## src/rtl/fifo_pkg.sv

```systemverilog
// Shared definitions for the synchronous FWFT FIFO and its burst reader.
// Contents:
//   state_t      - reader FSM encoding (IDLE, BURST, DONE), built on
//                  plain localparam codes so older code can keep using them
//   level_width  - width of a FIFO occupancy count for a given depth
package fifo_pkg;

  localparam logic [1:0] ST_IDLE  = 2'd0;
  localparam logic [1:0] ST_BURST = 2'd1;
  localparam logic [1:0] ST_DONE  = 2'd2;

  typedef enum logic [1:0] {
    IDLE  = ST_IDLE,
    BURST = ST_BURST,
    DONE  = ST_DONE
  } state_t;

  // The count has to represent 0..depth inclusive, hence the extra bit.
  function automatic int level_width(input int depth);
    return $clog2(depth) + 1;
  endfunction

endpackage

```

## src/rtl/fifo_out_reg.sv

```systemverilog
// Single-entry registered valid/ready output stage.
// Ports:
//   clk, rst             - clock, synchronous active-high reset
//   load                 - capture load_data/load_last this cycle
//   load_data, load_last - beat to capture
//   load_ok              - stage can take a beat this cycle
//   m_data, m_valid,
//   m_last, m_ready      - downstream stream
//
// Handshake: a beat transfers on any rising edge where m_valid && m_ready.
// While m_valid is high and m_ready is low, m_data/m_last are held stable.
// load_ok lets a new beat enter either into an empty stage or in the same
// cycle the current beat leaves, which gives one beat per cycle throughput.
module fifo_out_reg #(
  parameter int DATA_WIDTH = 8
) (
  input  logic                  clk,
  input  logic                  rst,
  input  logic                  load,
  input  logic [DATA_WIDTH-1:0] load_data,
  input  logic                  load_last,
  output logic                  load_ok,
  output logic [DATA_WIDTH-1:0] m_data,
  output logic                  m_valid,
  output logic                  m_last,
  input  logic                  m_ready
);

  assign load_ok = !m_valid || m_ready;

  always_ff @(posedge clk) begin
    if (rst) begin
      m_data  <= '0;
      m_valid <= 1'b0;
      m_last  <= 1'b0;
    end else if (load) begin
      m_data  <= load_data;
      m_valid <= 1'b1;
      m_last  <= load_last;
    end else if (m_valid && m_ready) begin
      m_valid <= 1'b0;
      m_last  <= 1'b0;
    end
  end

endmodule

```

## src/rtl/fifo_burst_reader.sv

```systemverilog
// Drains a synchronous FWFT FIFO into a framed valid/ready stream.
// Full bursts of BURST_LEN beats go out as soon as enough data is buffered;
// a shorter burst of whatever is buffered goes out on flush or after
// TIMEOUT idle cycles with a partial fill. m_last marks each burst's end.
// Ports:
//   clk, rst                          - clock, synchronous active-high reset
//   fifo_empty, fifo_level, fifo_data - FIFO read-side status and head entry
//   fifo_pop                          - combinational pop strobe to the FIFO
//   flush                             - send what is buffered (sampled in IDLE)
//   m_data, m_valid, m_last, m_ready  - output stream
//   busy                              - FSM is not in IDLE
//   state_dbg                         - raw FSM state for observation
module fifo_burst_reader
  import fifo_pkg::*;
#(
  parameter  int DATA_WIDTH = 8,
  parameter  int FIFO_DEPTH = 16,
  parameter  int BURST_LEN  = 4,
  parameter  int TIMEOUT    = 15,
  localparam int LW         = level_width(FIFO_DEPTH)
) (
  input  logic                  clk,
  input  logic                  rst,
  input  logic                  fifo_empty,
  input  logic [LW-1:0]         fifo_level,
  input  logic [DATA_WIDTH-1:0] fifo_data,
  output logic                  fifo_pop,
  input  logic                  flush,
  output logic [DATA_WIDTH-1:0] m_data,
  output logic                  m_valid,
  output logic                  m_last,
  input  logic                  m_ready,
  output logic                  busy,
  output logic [1:0]            state_dbg
);

  localparam int BLW = $clog2(BURST_LEN + 1);
  localparam int WCW = $clog2(TIMEOUT + 1);

  localparam logic [LW-1:0]  BURST_LVL = LW'(BURST_LEN);
  localparam logic [BLW-1:0] BURST_BL  = BLW'(BURST_LEN);
  localparam logic [BLW-1:0] ONE_BEAT  = BLW'(1);
  localparam logic [WCW-1:0] TIMEOUT_W = WCW'(TIMEOUT);

  state_t         state;
  logic [BLW-1:0] beats_left;
  logic [WCW-1:0] wait_cnt;
  logic           load_ok;

  // rst gates the pop so the FIFO is never drained while the reader is
  // being reset and about to discard what it holds.
  assign fifo_pop  = !rst && (state == BURST) && (beats_left != '0) &&
                     !fifo_empty && load_ok;
  assign busy      = (state != IDLE);
  assign state_dbg = state;

  always_ff @(posedge clk) begin
    if (rst) begin
      state      <= IDLE;
      beats_left <= '0;
      wait_cnt   <= '0;
    end else begin
      case (state)
        IDLE: begin
          if (fifo_level >= BURST_LVL) begin
            state      <= BURST;
            beats_left <= BURST_BL;
            wait_cnt   <= '0;
          end else if ((fifo_level != '0) && (flush || (wait_cnt == TIMEOUT_W))) begin
            // Only this block pops, so the level seen now is guaranteed to
            // still be there. The level is below BURST_LEN here, so it fits
            // in the beat counter.
            state      <= BURST;
            beats_left <= fifo_level[BLW-1:0];
            wait_cnt   <= '0;
          end else if (fifo_level == '0) begin
            wait_cnt <= '0;
          end else if (wait_cnt != TIMEOUT_W) begin
            wait_cnt <= wait_cnt + 1'b1;
          end
        end
        BURST: begin
          if (fifo_pop) begin
            beats_left <= beats_left - 1'b1;
            if (beats_left == ONE_BEAT) state <= DONE;
          end
        end
        DONE: begin
          if (m_valid && m_ready && m_last) state <= IDLE;
        end
        default: state <= IDLE;
      endcase
    end
  end

  fifo_out_reg #(
    .DATA_WIDTH (DATA_WIDTH)
  ) u_out_reg (
    .clk       (clk),
    .rst       (rst),
    .load      (fifo_pop),
    .load_data (fifo_data),
    .load_last (beats_left == ONE_BEAT),
    .load_ok   (load_ok),
    .m_data    (m_data),
    .m_valid   (m_valid),
    .m_last    (m_last),
    .m_ready   (m_ready)
  );

  // Running dry mid-burst means the level contract was broken upstream;
  // the pop condition already stalls, this just makes it visible.
  a_no_underflow: assert property (@(posedge clk) disable iff (rst)
    ((state == BURST) && (beats_left != '0)) |-> !fifo_empty);

endmodule
```

## config.mk

```make
export PLATFORM = sky130hd
export DESIGN_NAME = fifo_burst_reader
export DESIGN_NICKNAME = d
export VERILOG_FILES = /design/src/rtl/fifo_pkg.sv /design/src/rtl/fifo_out_reg.sv /design/src/rtl/fifo_burst_reader.sv
export SDC_FILE = /design/constraint.sdc
export NUM_CORES = 1
export LEC_CHECK = 0
export ABC_AREA = 1
export CAP_MARGIN = 25
export CORE_MARGIN = 3
export CORE_UTILIZATION = 48
export CTS_CLUSTER_SIZE = 25
export DETAILED_ROUTE_END_ITERATION = 16
export GPL_TIMING_DRIVEN = 0
export HOLD_SLACK_MARGIN = 0.15
export PLACE_DENSITY_LB_ADDON = 0.25
export RECOVER_POWER = 50
export SLEW_MARGIN = 0
export SYNTH_ARGS = -nofsm -noshare
export SYNTH_HDL_FRONTEND = slang
export SYNTH_SLANG_ARGS = --single-unit
```

## constraint.sdc

```tcl
create_clock -name clk -period 3.3 [get_ports clk]
set_input_delay 0.66 -clock clk [delete_from_list [all_inputs] [get_ports clk]]
set_output_delay 0.66 -clock clk [all_outputs]
set_load 0.01 [all_outputs]
```

Yosys cells after proc, flatten, opt, wreduce, memory -nomap -nowiden
Index checks and enable logic that the tools add are counted.
{"block": "totals", "wordCells": 58, "ff_bits": 19, "in_bits": 18, "output_inout_bits": 14}
{"block": "classes", "n_addsub": 2, "eq_ne": 9, "n_lt_le_gt_ge": 1, "n_reduce_logical": 23, "n_mux": 17}
{"op": "$mux W4", "count": 4}
{"op": "$mux W2", "count": 5}
{"op": "$mux W3", "count": 3}
{"op": "$logic_and A1 B1 Y1", "count": 7}
{"op": "$pmux W2 S3", "count": 1}
{"op": "$pmux W3 S2", "count": 1}
{"op": "$reduce_bool A2 Y1", "count": 3}
{"op": "$ge A5 B3 Y1 const B", "count": 1}
{"op": "$logic_not A5 Y1", "count": 1}
{"op": "$reduce_bool A5 Y1", "count": 1}
{"op": "$add A4 B1 Y4 const B", "count": 1}
{"op": "$eq A4 B4 Y1 const B", "count": 1}
{"op": "$ne A2 B2 Y1 const B", "count": 2}
{"op": "$ne A4 B4 Y1 const B", "count": 1}
{"op": "$reduce_and A4 Y1", "count": 1}
{"op": "$reduce_bool A4 Y1", "count": 1}
{"op": "$eq A3 B1 Y1 const B", "count": 1}
{"op": "$logic_not A1 Y1", "count": 3}
{"op": "$mux W1", "count": 3}
{"op": "$ne A3 B3 Y1 const B", "count": 1}
{"op": "$reduce_and A3 Y1", "count": 1}
{"op": "$reduce_bool A3 Y1", "count": 1}
{"op": "$sub A3 B1 Y3 const B", "count": 1}
{"op": "$eq A2 B1 Y1 const B", "count": 1}
{"op": "other kinds (5)", "count": 6}

Longest topological paths before layout
Gate-level depths: netlist (run 1).
{"block": "depth", "ltp_word": 7, "ltp_mapped": 10, "depth_no_buf": 10}

By module
From an unflattened synthesis (run 1), not the netlist that was laid out.
{"block": "unflattened", "cells_unflattened": 142, "hier_area_um2": 1028.5}
{"mod": "fifo_burst_reader", "cells_each": 96, "seq_area_each_um2": 180.2, "area_each_um2": 658.1, "n_inst": 1}
{"mod": "fifo_out_reg", "cells_each": 46, "seq_area_each_um2": 200.2, "area_each_um2": 370.4, "n_inst": 1}

Least setup slack after synthesis (run 1)
OpenSTA, ideal clock, no wires.
{"block": "synth_timing", "path_type": "input to output", "startpoint": "input rst", "endpoint": "output fifo_pop", "path_buffers": 1, "required_time_ns": 2.640, "arrival_ns": 1.156, "path_slack_ns": 1.484, "stages": 4, "cell_sequence": "buf_6 > nor2_8 > nand4_4 > inv_2"}
{"block": "synth_between", "elab_chain_cells": 5}
{"element": "from (decl)", "line": "fifo_burst_reader.sv:23", "text": "input logic rst,"}
{"element": "$logic_not A1 Y1", "line": "fifo_burst_reader.sv:52", "text": "assign fifo_pop = !rst && (state == BURST) && (beats_left != '0) &&"}
{"element": "$logic_and A1 B1 Y1 (3 in a row)", "line": "fifo_burst_reader.sv:52"}
{"element": "$logic_and A1 B1 Y1", "line": "fifo_burst_reader.sv:53", "text": "!fifo_empty && load_ok;"}
{"element": "to (decl)", "line": "fifo_burst_reader.sv:27", "text": "output logic fifo_pop,"}
No other way between the ends.

Worst setup path in the final report (run 1)
{"block": "layout_timing", "startpoint": "input m_ready", "endpoint": "output fifo_pop"}
{"block": "layout_between", "elab_chain_cells": 2}
{"element": "from (decl)", "line": "fifo_burst_reader.sv:32", "text": "input logic m_ready,"}
{"element": "$logic_or A1 B1 Y1", "line": "fifo_out_reg.sv:29", "text": "assign load_ok = !m_valid || m_ready;"}
{"element": "$logic_and A1 B1 Y1", "line": "fifo_burst_reader.sv:53"}
No other way between the ends.

==> metrics.md, run 1 <==
| Metric | Value |
|---|---|
| Drc violations | `0` |
| Total wire length | `roughly 2200 um` |
| RSZ-0062 raised after global routing | `false` |
| Total core area | `1840 um2` |
| Die Span Y | `between 50 and 60 um` |
| Vias per cell | `between 4 and 5` |
| GR Util All Layers | `roughly 18%` |
| Fin crit share | `89.0%` |
| Area occupied by registers | `380 um2` |
| Final hold slack | `0.491 ns` |
| Syn Inst Count | `around 130` |
| CP endpoint kind | `primary output` |
| Final hold vios | `0` |
| Max Fanout on Critical Path | `10` |
| Worst VDD drop | `between 0.0003 and 0.0004 V` |
| H-tree level count | `1` |
| Clk buf depth | `2` |
| Final global-route overflow total | `0` |
| Vias | `approximately 940` |
| Clock Pin Slew Worst Setup and Hold Paths | `0.10 ns` |
| Clk_lat worst skew | `0.29 ns` |
| IO Count | `32` |
| Initial antenna violation count | `0` |
| Clock root buffer master | `clkbuf_4` |
| Layout cell share with drive strength beyond 1 | `9.04%` |
| Synth Flop Type | `dfxtp_1` |
| Nature of the critical path startpoint | `input port` |
| Row cnt | `15` |
| Critical Path RT | `between 2 and 3 ns` |
| Largest net degree at the start of global routing | `11` |
| Die area | `approximately 2600 um2` |
| Post-Syn Area | `988 um2` |
| Setup repair bufs after CTS | `0` |
| Yosys top cell area share | `38.5%` |
| Pwr dens | `roughly 370 nW/um2` |
| Final period demand of the worst path | `2.94 ns` |
| Outcome | `complete, no violations` |
| DPL Wire Length | `1730 um` |
| CTS Sinks | `19` |
| Setup Total Neg Slack | `0 ns` |
| Clk_skew | `0.00535 ns` |
| Detailed Route Iter0 Violations | `6` |
| Initial Utilization | `between 50% and 60%` |
| Distinct cells, synth | `24` |
| Avg Cell Area, Syn | `~7.5 um2` |
| Finish-stage setup viols | `0` |
| Worst r2r src | `beats_left[0]` |
| Area of the multi-input gates | `between 400 and 500 um2` |
| Top-count cell post-synth | `nor2_1` |
| WL per Instance | `about 12 um` |
| Global-route wire length before repair | `3760 um` |
| Number of synthesized flops with an enable pin | `0` |
| Sequential fraction of the synthesis area | `about two fifths` |
| Synth area leaders | `dfxtp_1 38%, nor2_1 10%, nand2_1 8.4%` |
| Leakage | `about 0.56 nW` |
| Crit path DAT | `approximately 2.3 ns` |
| Syn_nets | `154` |
| Pre-Repair DR Iteration Count | `4` |
| Crit path kind | `input port to primary output` |
| Max Freq | `about 340 MHz` |
| Hold_sp | `u_out_reg.m_data[3]` |
| Final Util | `71.3%` |
| Antenna viol nets, final | `0` |
| Commonest cells post-synth | `27 x nor2_1, 22 x nand2_1, 19 x dfxtp_1, 12 x inv_1, 10 x o21ai_0` |
| CTS Hold Bufs | `0` |
| Synth area leader | `dfxtp_1` |
| Crit path from | `m_ready` |
| Yosys reg bits | `19` |
| Post-synthesis to final-layout area growth | `32.7%` |
| Worst rel slew slack | `73.3%` |
| GPL Wtd Cong | `0.803` |
| CTS tree | `done` |
| # Max-Cap Violations | `0` |
| Min-delay worst type | `flop to flop` |
| Async set-reset flop share out of synthesis | `0%` |
| Synth Warn # | `0` |
| Die X | `approximately 51 um` |
| IO buf count | `30` |
| Vias in the first global route | `897` |
| CTS Buf Count | `3` |
| Worst slew pin tran | `roughly 0.4 ns` |
| PostCTS Resize Cnt | `0` |
| Diode count | `0` |
| Fin nets | `roughly 190` |
| Filler cells | `between 150 and 200` |
| Pins Over Slew Limit | `0` |
[routing by layer]
layer / global-route usage [%] / wire [um] / vias up
met5: 0 / 0 / -
met4: 5.24 / 26 / 0
met3: 5.83 / 146 / 4
met2: 32.8 / 1070 / 24
met1: 20.9 / 958 / 429
li1: - / - / 486
[final cells by class]
| class | instances | area share, % |
|---|---|---|
| flip-flops and latches | 19 | 29.0 |
| inverters | 16 | 4.96 |
| clock buffers | 4 | 2.00 |
| multi-input cells | 94 | 36.7 |
| well taps | 25 | 2.39 |
| repair buffers | 30 | 22.9 |
| plain buffers | 3 | 2.00 |
[state kept, by name, summed over array words and instances, names as in the netlist]
register,cells
state_dbg,2
u_out_reg.m_last,1
u_out_reg.m_data,8
beats_left,3
u_out_reg.m_valid,1
wait_cnt,4
[per-stage QoR]
stage	instances	total power [mW]	area [um2]	setup slack, ns
2_1_floorplan	132	0.329	988	1.48
3_3_place_gp	187	0.376	1320	0.468
3_5_place_dp	187	0.381	1320	0.460
4_1_cts	191	0.494	1350	0.445
5_1_grt	191	0.515	1310	0.246
6_report	191	0.485	1310	0.362
[report_power, final]
part,switching [mW],internal [mW]
Sequential,0.00952,0.242
Combinational,0.0583,0.0598
Clock,0.0689,0.0471
[cell usage in the layout, fill, tap and decap left out]
| cell | n |
|---|---|
| buf_6 | 2 |
| clkbuf_4 | 3 |
| o211ai_1 | 1 |
| clkdlybuf4s50_1 | 29 |
| a31oi_1 | 2 |
| nand2_4 | 1 |
| ha_1 | 4 |
| inv_2 | 2 |
| or2_2 | 1 |
| nand2_2 | 3 |
| nor2_8 | 1 |
| xor2_1 | 2 |
| o21bai_1 | 1 |
| inv_4 | 2 |
| o21ai_0 | 10 |
| dlygate4sd3_1 | 1 |
| dfxtp_1 | 19 |
| o21a_1 | 1 |
| a21oi_1 | 8 |
| nand3_1 | 5 |
| nor2_1 | 29 |
| clkbuf_1 | 2 |
| nand4_1 | 2 |
| nand2_1 | 23 |
| inv_1 | 12 |
[kinds of logic after synthesis]
family                     synth area share, %
DFF                                       38.5
and+or+nand+nor                           32.0
buffers and inverters                     10.0
AOI/OAI and AO/OA                         12.7
xor gates and xnor gates                  1.77
adders and majority gates                 5.06
[critical path, cell delays in order]
cell and delay, ns:
dlygate4sd3_1 0.55, inv_1 0.05, nand2_1 0.10, nand4_1 0.15, inv_2 0.20, clkdlybuf4s50_1 0.57
[worst paths after layout]
check / slack [ns] / endpoint / cells after the start
setup / recovery: 0.36 / fifo_pop / 6
hold reg to reg: 0.49 / u_out_reg.m_data[3] / 2
setup reg to reg: 1.73 / beats_left[0] / 10
hold / removal: 0.49 / u_out_reg.m_data[3] / 2
No activity file was read; power rests on OpenSTA's default activity.
==> run 2: changes to the inputs <==
- CORE_UTILIZATION: 48 -> 50
- CTS_BUF_LIST: unset -> sky130_fd_sc_hd__clkbuf_4 sky130_fd_sc_hd__clkbuf_8
- SLEW_MARGIN: 0 -> unset
==> metrics.md, run 2 (same netlist as run 1, synthesis figures left out) <==
| Metric | Value |
|---|---|
| WL per Instance | `11.7 um (+1.2%)` |
| Largest regs | `u_out_reg.m_data x8, wait_cnt x4, beats_left x3` |
| Die area | `2550 um2 (-3.5%)` |
| CTS Sinks | `19 (unchanged)` |
| Flip-flop count of the largest register after layout | `8 (unchanged)` |
| Final setup margin | `0.261 ns (-0.101 ns)` |
| Clock root buffer master | `clkbuf_4` |
| Global-route wire length before repair | `3840 um (+2.2%)` |
| Leakage | `0.568 nW (+1.3%)` |
| Setup Total Neg Slack | `0 ns (unchanged)` |
| Worst-path cell chain | `dlygate4sd3_1 > inv_1 > nand2_1 > nand4_4 > inv_1 > clkdlybuf4s50_1` |
| Largest net degree at the start of global routing | `11 (unchanged)` |
| Fin crit share | `92.1% (+3.1 points)` |
| Max stage delay on crit path | `0.61 ns (+0.04 ns)` |
| Outcome | `complete, no violations` |
| Filler cells | `157 (-1.3%)` |
| CTS Hold Bufs | `0 (unchanged)` |
| Vias in the first global route | `925 (+3.1%)` |
| Clk_skew | `0.00340 ns (-0.00194 ns)` |
| Die Span Y | `50.5 um (-1.8%)` |
| PostCTS Resize Cnt | `0 (unchanged)` |
| CTS Buf Count | `3 (unchanged)` |
| Pre-CTS WS | `0.453 ns (-0.00716 ns)` |
| Initial Utilization | `54.9% (+1.1 points)` |
| Crit path DAT | `2.38 ns (+0.10 ns)` |
| Worst rel slew slack | `72.8% (-0.44 points)` |
| Commonest cells after routing, fill and taps aside | `29 x nor2_1, 29 x clkdlybuf4s50_1, 22 x nand2_1, 19 x dfxtp_1, 13 x inv_1` |
| Pre-Repair DR Iteration Count | `4 (unchanged)` |
| Worst slew pin tran | `0.407 ns (+0.00662 ns)` |
| Initial antenna violation count | `0 (unchanged)` |
| Layout cell share with drive strength beyond 1 | `10.2% (+1.2 points)` |
| GPL Wtd Cong | `0.795 (-0.92%)` |
| Row cnt | `15 (unchanged)` |
| RSZ-0062 raised after global routing | `false` |
| Worst VDD drop | `0.000302 V (-0.10%)` |
| Pins Over Slew Limit | `0 (unchanged)` |
| Clk buf depth | `2 (unchanged)` |
| Total core area | `1800 um2 (-2.0%)` |
| Critical Path RT | `2.64 ns (about the same)` |
| Top reg by flops | `u_out_reg.m_data` |
| IO buf count | `30 (unchanged)` |
| Final period demand of the worst path | `3.04 ns (+0.101 ns)` |
| Pwr dens | `374 nW/um2 (+1.2%)` |
| Clk_lat worst skew | `0.30 ns (about the same)` |
| CTS tree | `done` |
| Diode count | `0 (unchanged)` |
| Finish-stage setup viols | `0 (unchanged)` |
| Nature of the critical path startpoint | `input port` |
| Final Util | `74.0% (+2.7 points)` |
| H-tree level count | `1 (unchanged)` |
| DPL Wire Length | `1790 um (+3.7%)` |
| Crit path max-delay cell type | `clkdlybuf4s50_1` |
| Most used cell, CP | `inv_1` |
| # Max-Cap Violations | `0 (unchanged)` |
| CP endpoint kind | `primary output` |
| Vias | `940 (-0.32%)` |
| Final global-route overflow total | `0 (unchanged)` |
| IO Count | `32 (unchanged)` |
| Die X | `50.5 um (-1.8%)` |
| Setup repair bufs after CTS | `0 (unchanged)` |
| Fin nets | `189 (unchanged)` |
| Post-synthesis to final-layout area growth | `34.8%` |
| Vias per cell | `4.92 (-0.32%)` |
| Total wire length | `2230 um (+1.2%)` |
| Placed cells | `187 (unchanged)` |
| Drc violations | `0 (unchanged)` |
| Max Freq | `329 MHz (-3.3%)` |
| Layout Cells excl Fill | `191 (unchanged)` |
| Detailed Route Iter0 Violations | `22 (+16)` |
| Max Fanout on Critical Path | `10 (unchanged)` |
| Crit path kind | `input port to primary output` |
| Clock Pin Slew Worst Setup and Hold Paths | `0.11 ns (about the same)` |
| Antenna viol nets, final | `0 (unchanged)` |
| GR Util All Layers | `19.7% (+1.2 points)` |
| Min-delay worst type | `flop to flop` |
| Final hold vios | `0 (unchanged)` |
==> run 2: cell counts in the layout (fill, tap and decap cells not counted) <==
No cell type changed its count.
==> run 2: worst paths after layout <==
| check | startpoint | end | slack (ns) | cells past startpoint |
|---|---|---|---|---|
| setup / recovery | m_ready | fifo_pop | 0.26 | 6 |
| setup reg to reg | beats_left[0] | state_dbg[0] | 1.75 | 8 |
| hold reg to reg | wait_cnt[1] | wait_cnt[1] | 0.50 | 2 |
| hold / removal | wait_cnt[1] | wait_cnt[1] | 0.50 | 2 |
==> run 2: power breakdown <==
part	total [mW]	internal, mW	switching, mW
clock	0.126	0.0553	0.0711
combinational	0.122	0.0607	0.0609
sequential	0.251	0.242	0.00923
==> run 2: worst max-delay path, delay by kind of cell <==
family	cells	cell delay [ns]
AND/OR/NAND/NOR	2	0.24
buffers and inverters	4	1.47
==> run 2: layout make-up <==
type	count	area, um2	area share [%]
multi-input cells	94	499	37.5
flip-flops and latches	19	380	28.5
repair buffers	30	300	22.5
inverters	16	65.1	4.88
well taps	25	31.3	2.35
clock buffers	4	30.0	2.25
plain buffers	3	26.3	1.97
==> run 2: through the flow <==
step	cell area [um2]	total power, mW	hold slack, ns
floorplan	988	0.329	0.455
global placement	1320	0.375	0.464
detailed placement	1320	0.381	0.484
CTS	1350	0.504	0.500
global route	1330	0.529	0.526
finish	1330	0.499	0.501
==> run 2: metal layers <==
layer  vias to the layer above  routed length, um  GRT usage (%)
met5                         -                  0              0
met1                       432                953           22.8
met4                         0                 23           5.38
li1                        485                  -              -
met2                        21               1150           35.4
met3                         2                102           5.04
